$ cat config.mk
export PLATFORM = sky130hd
export DESIGN_NAME = saturating_counter
export DESIGN_NICKNAME = d
export VERILOG_FILES = /design/src/rtl/udp_test_checker_counter.sv
export SDC_FILE = /design/constraint.sdc
export NUM_CORES = 1
export LEC_CHECK = 0
export BUFFER_PORTS_ARGS = -buffer_cell sky130_fd_sc_hd__buf_4
export CORE_ASPECT_RATIO = 1.2
export CORE_UTILIZATION = 40
export CTS_BUF_LIST = sky130_fd_sc_hd__clkbuf_2
export CTS_CLUSTER_SIZE = 8
export DETAILED_ROUTE_END_ITERATION = 12
export MAX_ROUTING_LAYER = met4
export PLACE_DENSITY = 0.59
export RECOVER_POWER = 25
export SLEW_MARGIN = 20
export SYNTH_ARGS = -nofsm -noshare
export SYNTH_HDL_FRONTEND = slang
export SYNTH_SLANG_ARGS = --single-unit
export TNS_END_PERCENT = 50
$ cat constraint.sdc
create_clock -name clock -period 1.7 [get_ports clock]
set_input_delay 0.34 -clock clock [delete_from_list [all_inputs] [get_ports clock]]
set_output_delay 0.34 -clock clock [all_outputs]
set_load 0.02 [all_outputs]
$ cat src/rtl/udp_test_checker_counter.sv
// Saturating up-counter used for the good/bad packet tallies.
module saturating_counter #(
  parameter int WIDTH = 16
) (
  input  logic             clock,
  input  logic             reset,
  input  logic             increment,
  output logic [WIDTH-1:0] count
);

  // Count up on increment, holding at all-ones
  always_ff @(posedge clock) begin
    if (reset) begin
      count <= {WIDTH{1'b0}};
    end else if (increment && (count != {WIDTH{1'b1}})) begin
      count <= count + {{(WIDTH-1){1'b0}}, 1'b1};
    end
  end

endmodule

---- Word-level counts from Yosys, hierarchy flattened ----
Cells that the tools add are included.
cells by class
  mux-type cells .......................... 0
  $lt $le $gt $ge ......................... 0
  shifts and indexed selects .............. 0
  reduce and logical (&&, ||, !) cells .... 1
  $add $sub $neg .......................... 1
  div/mod/pow operators ................... 0
  bitwise logic cells ..................... 0
  equal/unequal tests ..................... 1
  $mul .................................... 0
operators by type and width
  cell                                                             number
  16-bit by 1-bit adder with 16-bit output, second input constant  1
  16-bit inequality test, second input constant                    1
  1-bit logical AND                                                1
storage, ports and cells
  latch bits .............................. 0
  output and inout bits ................... 16
  memory bits (read-only) ................. 0
  flip-flop bits (word level) ............. 16
  bits in writable memories ............... 0
  input bits .............................. 3
  word-level logic and storage cells ...... 4
  memories ................................ 0

---- Longest topological paths before layout ----
  depth in word-level cells ............... 2
  mapped depth ............................ 6
  mapped depth without buffers ............ 5

---- Least setup slack after synthesis ----
OpenSTA, ideal clock, no wires.
  kind .................................... reg-to-reg
  start ................................... reg count[8]
  end ..................................... reg count[15]
  slack ................................... -0.041 ns
  stages on the path, launching flop included .. 5
  clock period less this slack ............ 1.741 ns
  setup time .............................. 0.070 ns
  arrival time ............................ 1.671 ns
  buffers on the path ..................... 0
  data required time ...................... 1.630 ns
  path through ............................ dfxtp_1 nand2_2 or4_1 or4_1 a21oi_1
on the way
  cells in the longest elaborated chain, start to end .. 2
  elaborated cells between the ends (all ways) .. 3
  those cells by class .................... add/sub (1); eq/ne (1); reduce/logical (1)
RTL lines
  item                                                                              line  source
  from (decl)                                                                       8     output logic [WIDTH-1:0] count
  from (signal assigned)                                                            14    count <= {WIDTH{1'b0}};
  from (signal assigned)                                                            16    count <= count + {{(WIDTH-1){1'b0}}, 1'b1};
  branches (longest 2 deep; another with 16-bit by 1-bit adder with 16-bit output)  --
Several ways; the timed one is not identified.
A chain may end at the register's enable or synchronous reset.

---- Worst setup path in the final report ----
  start ................................... reg count[12]
  end ..................................... reg count[7]
on the way
  cells in the longest elaborated chain, start to end .. 2
RTL lines
  item                    line  source
  16-bit inequality test  15    end else if (increment && (count != {WIDTH{1'b1}})) begin
  1-bit logical AND       15
Every way passes these cells.

==> flow_summary.json <==
{
  "status": "finished with violations",
  "violations": "DRC",
  "arrival_ns": 1.87,
  "io_pins": 19,
  "cts_tree": "yes",
  "period_share_pct": 96.3,
  "die_x_um": 44.0,
  "hold_class": "in2reg",
  "cap_violations": 0,
  "crit_buf_inv": 2,
  "synth_top_area_share_pct": 37.8,
  "worstMarginPinSlew_ns": 0.641,
  "setup.worst_path.start_class": "register",
  "hpwl_um": 1510,
  "min_from": "reset",
  "route.antenna.remaining_nets": 0,
  "synth.area.top_cells": "dfxtp_1 38%, or4_1 6.2%, a21oi_1 5.9%, o31ai_1 5.3%, nand3_1 3.5%",
  "period_needed_ns": 1.64,
  "route.detailed.drc": 1,
  "power_density_nw_per_um2": 508,
  "synth_edf_count": 0,
  "worstHoldPathCells": 2,
  "ys_warn_count": 0,
  "cts_htree_levels": 1,
  "synth_top_cell_by_area": "dfxtp_1",
  "cp.depth": 6,
  "place_congestion": 0.784,
  "pre_cts_ws_ns": 0.0241,
  "drt_iter0_markers": 14,
  "critPathMaxFanout": 10,
  "core-area_um2": 1910,
  "grt_max_degree": 18,
  "whs_ns": 0.323,
  "critical_path_class": "reg2reg",
  "routed_wl_um": 2090,
  "vias_per_cell": 5.77,
  "largest_reg_flops": 16,
  "fillers": 192,
  "synth_commonest_cells": "16 x dfxtp_1, 10 x a21oi_1, 7 x or4_1",
  "fmax_ghz": 0.611,
  "crit_chain": "buf_4, nand4_1, nor4_4, buf_4, or4_1, a21oi_2",
  "clk_pin_slew_ns": 0.16,
  "ys.flop_type": "dfxtp_1",
  "globalRouteOverflowTotal": 0,
  "synth_cell_types": 31,
  "hold_buffers": 0,
  "rr_worst_depth": 6,
  "clk_latency_ns": 0.29,
  "dpl.cell_count": 147,
  "cp_slowest_cell": "or4_1",
  "end_kind": "register",
  "synth_most_common_cell": "dfxtp_1",
  "diodes": 0,
  "finalNonFillerCells": 151,
  "crit_top_cell": "buf_4",
  "reg_top3": "count x16",
  "antenna_found_initial": 0,
  "r2r-start": "count[12]",
  "grt.total_usage_pct": 20.2,
  "synth_area_per_cell_um2": 8.57,
  "required_ns": 1.94,
  "r2r_setup_slack_ns": 0.06,
  "num_vias": 871,
  "synthToLayoutAreaGrowth_pct": 37.2,
  "dieArea_um2": 2310,
  "ys_ff_latch": 16,
  "numCtsBuffers": 3,
  "drive_gt1_share_pct": 43.9,
  "post_drt_wl_per_cell_um": 13.9,
  "synth_cells": 99,
  "start_util_pct": 44.3,
  "clockBufferDepth": 2,
  "root_buffer": "clkbuf_2",
  "syn_area_um2": 848,
  "holdPathEnd": "count[7]",
  "slew_violations": 0,
  "r2r_end": "count[7]",
  "ir_worst_vdd_v": 0.000347,
  "relSlewSlack_pct": 56.7,
  "final_hold_viol_count": 0,
  "p_leak_nw": 0.449,
  "grt_pass1_wl_um": 3240,
  "final_nets": 137,
  "yosysSeqAreaShare_pct": 37.8,
  "numPortBuffers": 18,
  "tns_ns": 0,
  "fp.dieH_um": 52.4,
  "top_register": "count",
  "numClockSinks": 16,
  "max_stage_delay_ns": 0.52,
  "synthArstFlopShare_pct": 0,
  "final-setup-viol-count": 0,
  "syn_nets": 103,
  "rows": 17,
  "grt_pass1_vias": 716,
  "clock_skew_ns": 0.00360,
  "firstDrtPassIters": 8,
  "crit_family": "simple AND/OR/NAND/NOR gates",
  "setup_ws_ns": 0.0629
}
-- cell families after synthesis --
kind of cell | after synthesis | synth area share [%]
and+or+nand+nor | 48 | 36.4
muxes | 2 | 2.51
AOI/OAI and AO/OA | 23 | 16.5
DFF | 16 | 37.8
xor gates and xnor gates | 2 | 2.07
adders and majority gates | 1 | 1.47
buffers and inverters | 7 | 3.24
-- layout by cell type (no fill, tap or decap), drive strengths merged --
cell / n
o41ai: 1
nand4: 4
or3: 3
nor4: 3
nor2b: 2
inv: 3
nand3b: 1
nor4bb: 1
o21a: 1
mux2: 1
o31ai: 6
buf: 33
o311ai: 1
o21ai: 4
ha: 1
clkinv: 1
xnor2: 2
or4: 7
and3: 1
mux2i: 1
nor2: 6
nand3: 6
nand2: 7
and4: 3
clkbuf: 3
nor3: 4
dfxtp: 16
a21oi: 10
-- layout make-up --
| class | count | area [um^2] | area share [%] |
|---|---|---|---|
| clock buffers | 3 | 15.0 | 1.29 |
| multi-input cells | 76 | 520 | 44.7 |
| well taps | 19 | 23.8 | 2.04 |
| flip-flops and latches | 16 | 342 | 29.4 |
| clock inverters | 1 | 3.75 | 0.323 |
| repair buffers | 33 | 248 | 21.3 |
| inverters | 3 | 11.3 | 0.968 |
-- per-stage QoR --
stage	utilization [%]	cell area, um^2	power (W)
2_1_floorplan	-	858	0.000409
3_3_place_gp	58.2	1110	0.000425
3_5_place_dp	58.2	1110	0.000425
4_1_cts	59.5	1140	0.000602
5_1_grt	60.8	1160	0.000626
6_report	60.8	1160	0.000591
-- worst register-to-register path: cells and delay by family (launching register included) --
kind,cells,cell delay [ns]
and+or+nand+nor,3,0.76
buffers and inverters,2,0.31
AOI/OAI and AO/OA,1,0.15
DFF,1,0.36
-- what timing repair did --
| action | CTS | global route |
|---|---|---|
| hold endpoints to repair | 0 | 0 |
| gates resized for setup | 2 | 10 |
| endpoints found under the setup margin | 1 | 5 |
| buffers inserted | 0 | 0 |
-- power breakdown --
group	internal, W	switching (W)
registers	0.000376	0.00000434
clock network	0.0000511	0.000123
logic	0.0000148	0.0000210
total	0.000442	0.000149
-- metal layers --
metal,up-vias,global-route usage [%],part of all wire (%)
li1,448,-,-
met1,406,25.6,48
met2,13,30.1,47
met3,4,4.14,2.7
met4,0,10.6,1.9
met5,-,-,0
-- worst max-delay path by stage --
| stage | from | endpoint | slack [ns] |
|---|---|---|---|
| 2_1_floorplan | count[12] | count[15] | 0.008 |
| 3_3_place_gp | count[1] | count[11] | 0.05 |
| 3_5_place_dp | count[1] | count[7] | 0.02 |
| 4_1_cts | count[0] | count[7] | 0.03 |
| 5_1_grt | count[10] | count[7] | -0.01 |
| 6_report | count[12] | count[7] | 0.06 |
No activity file was read; power rests on OpenSTA's default activity.
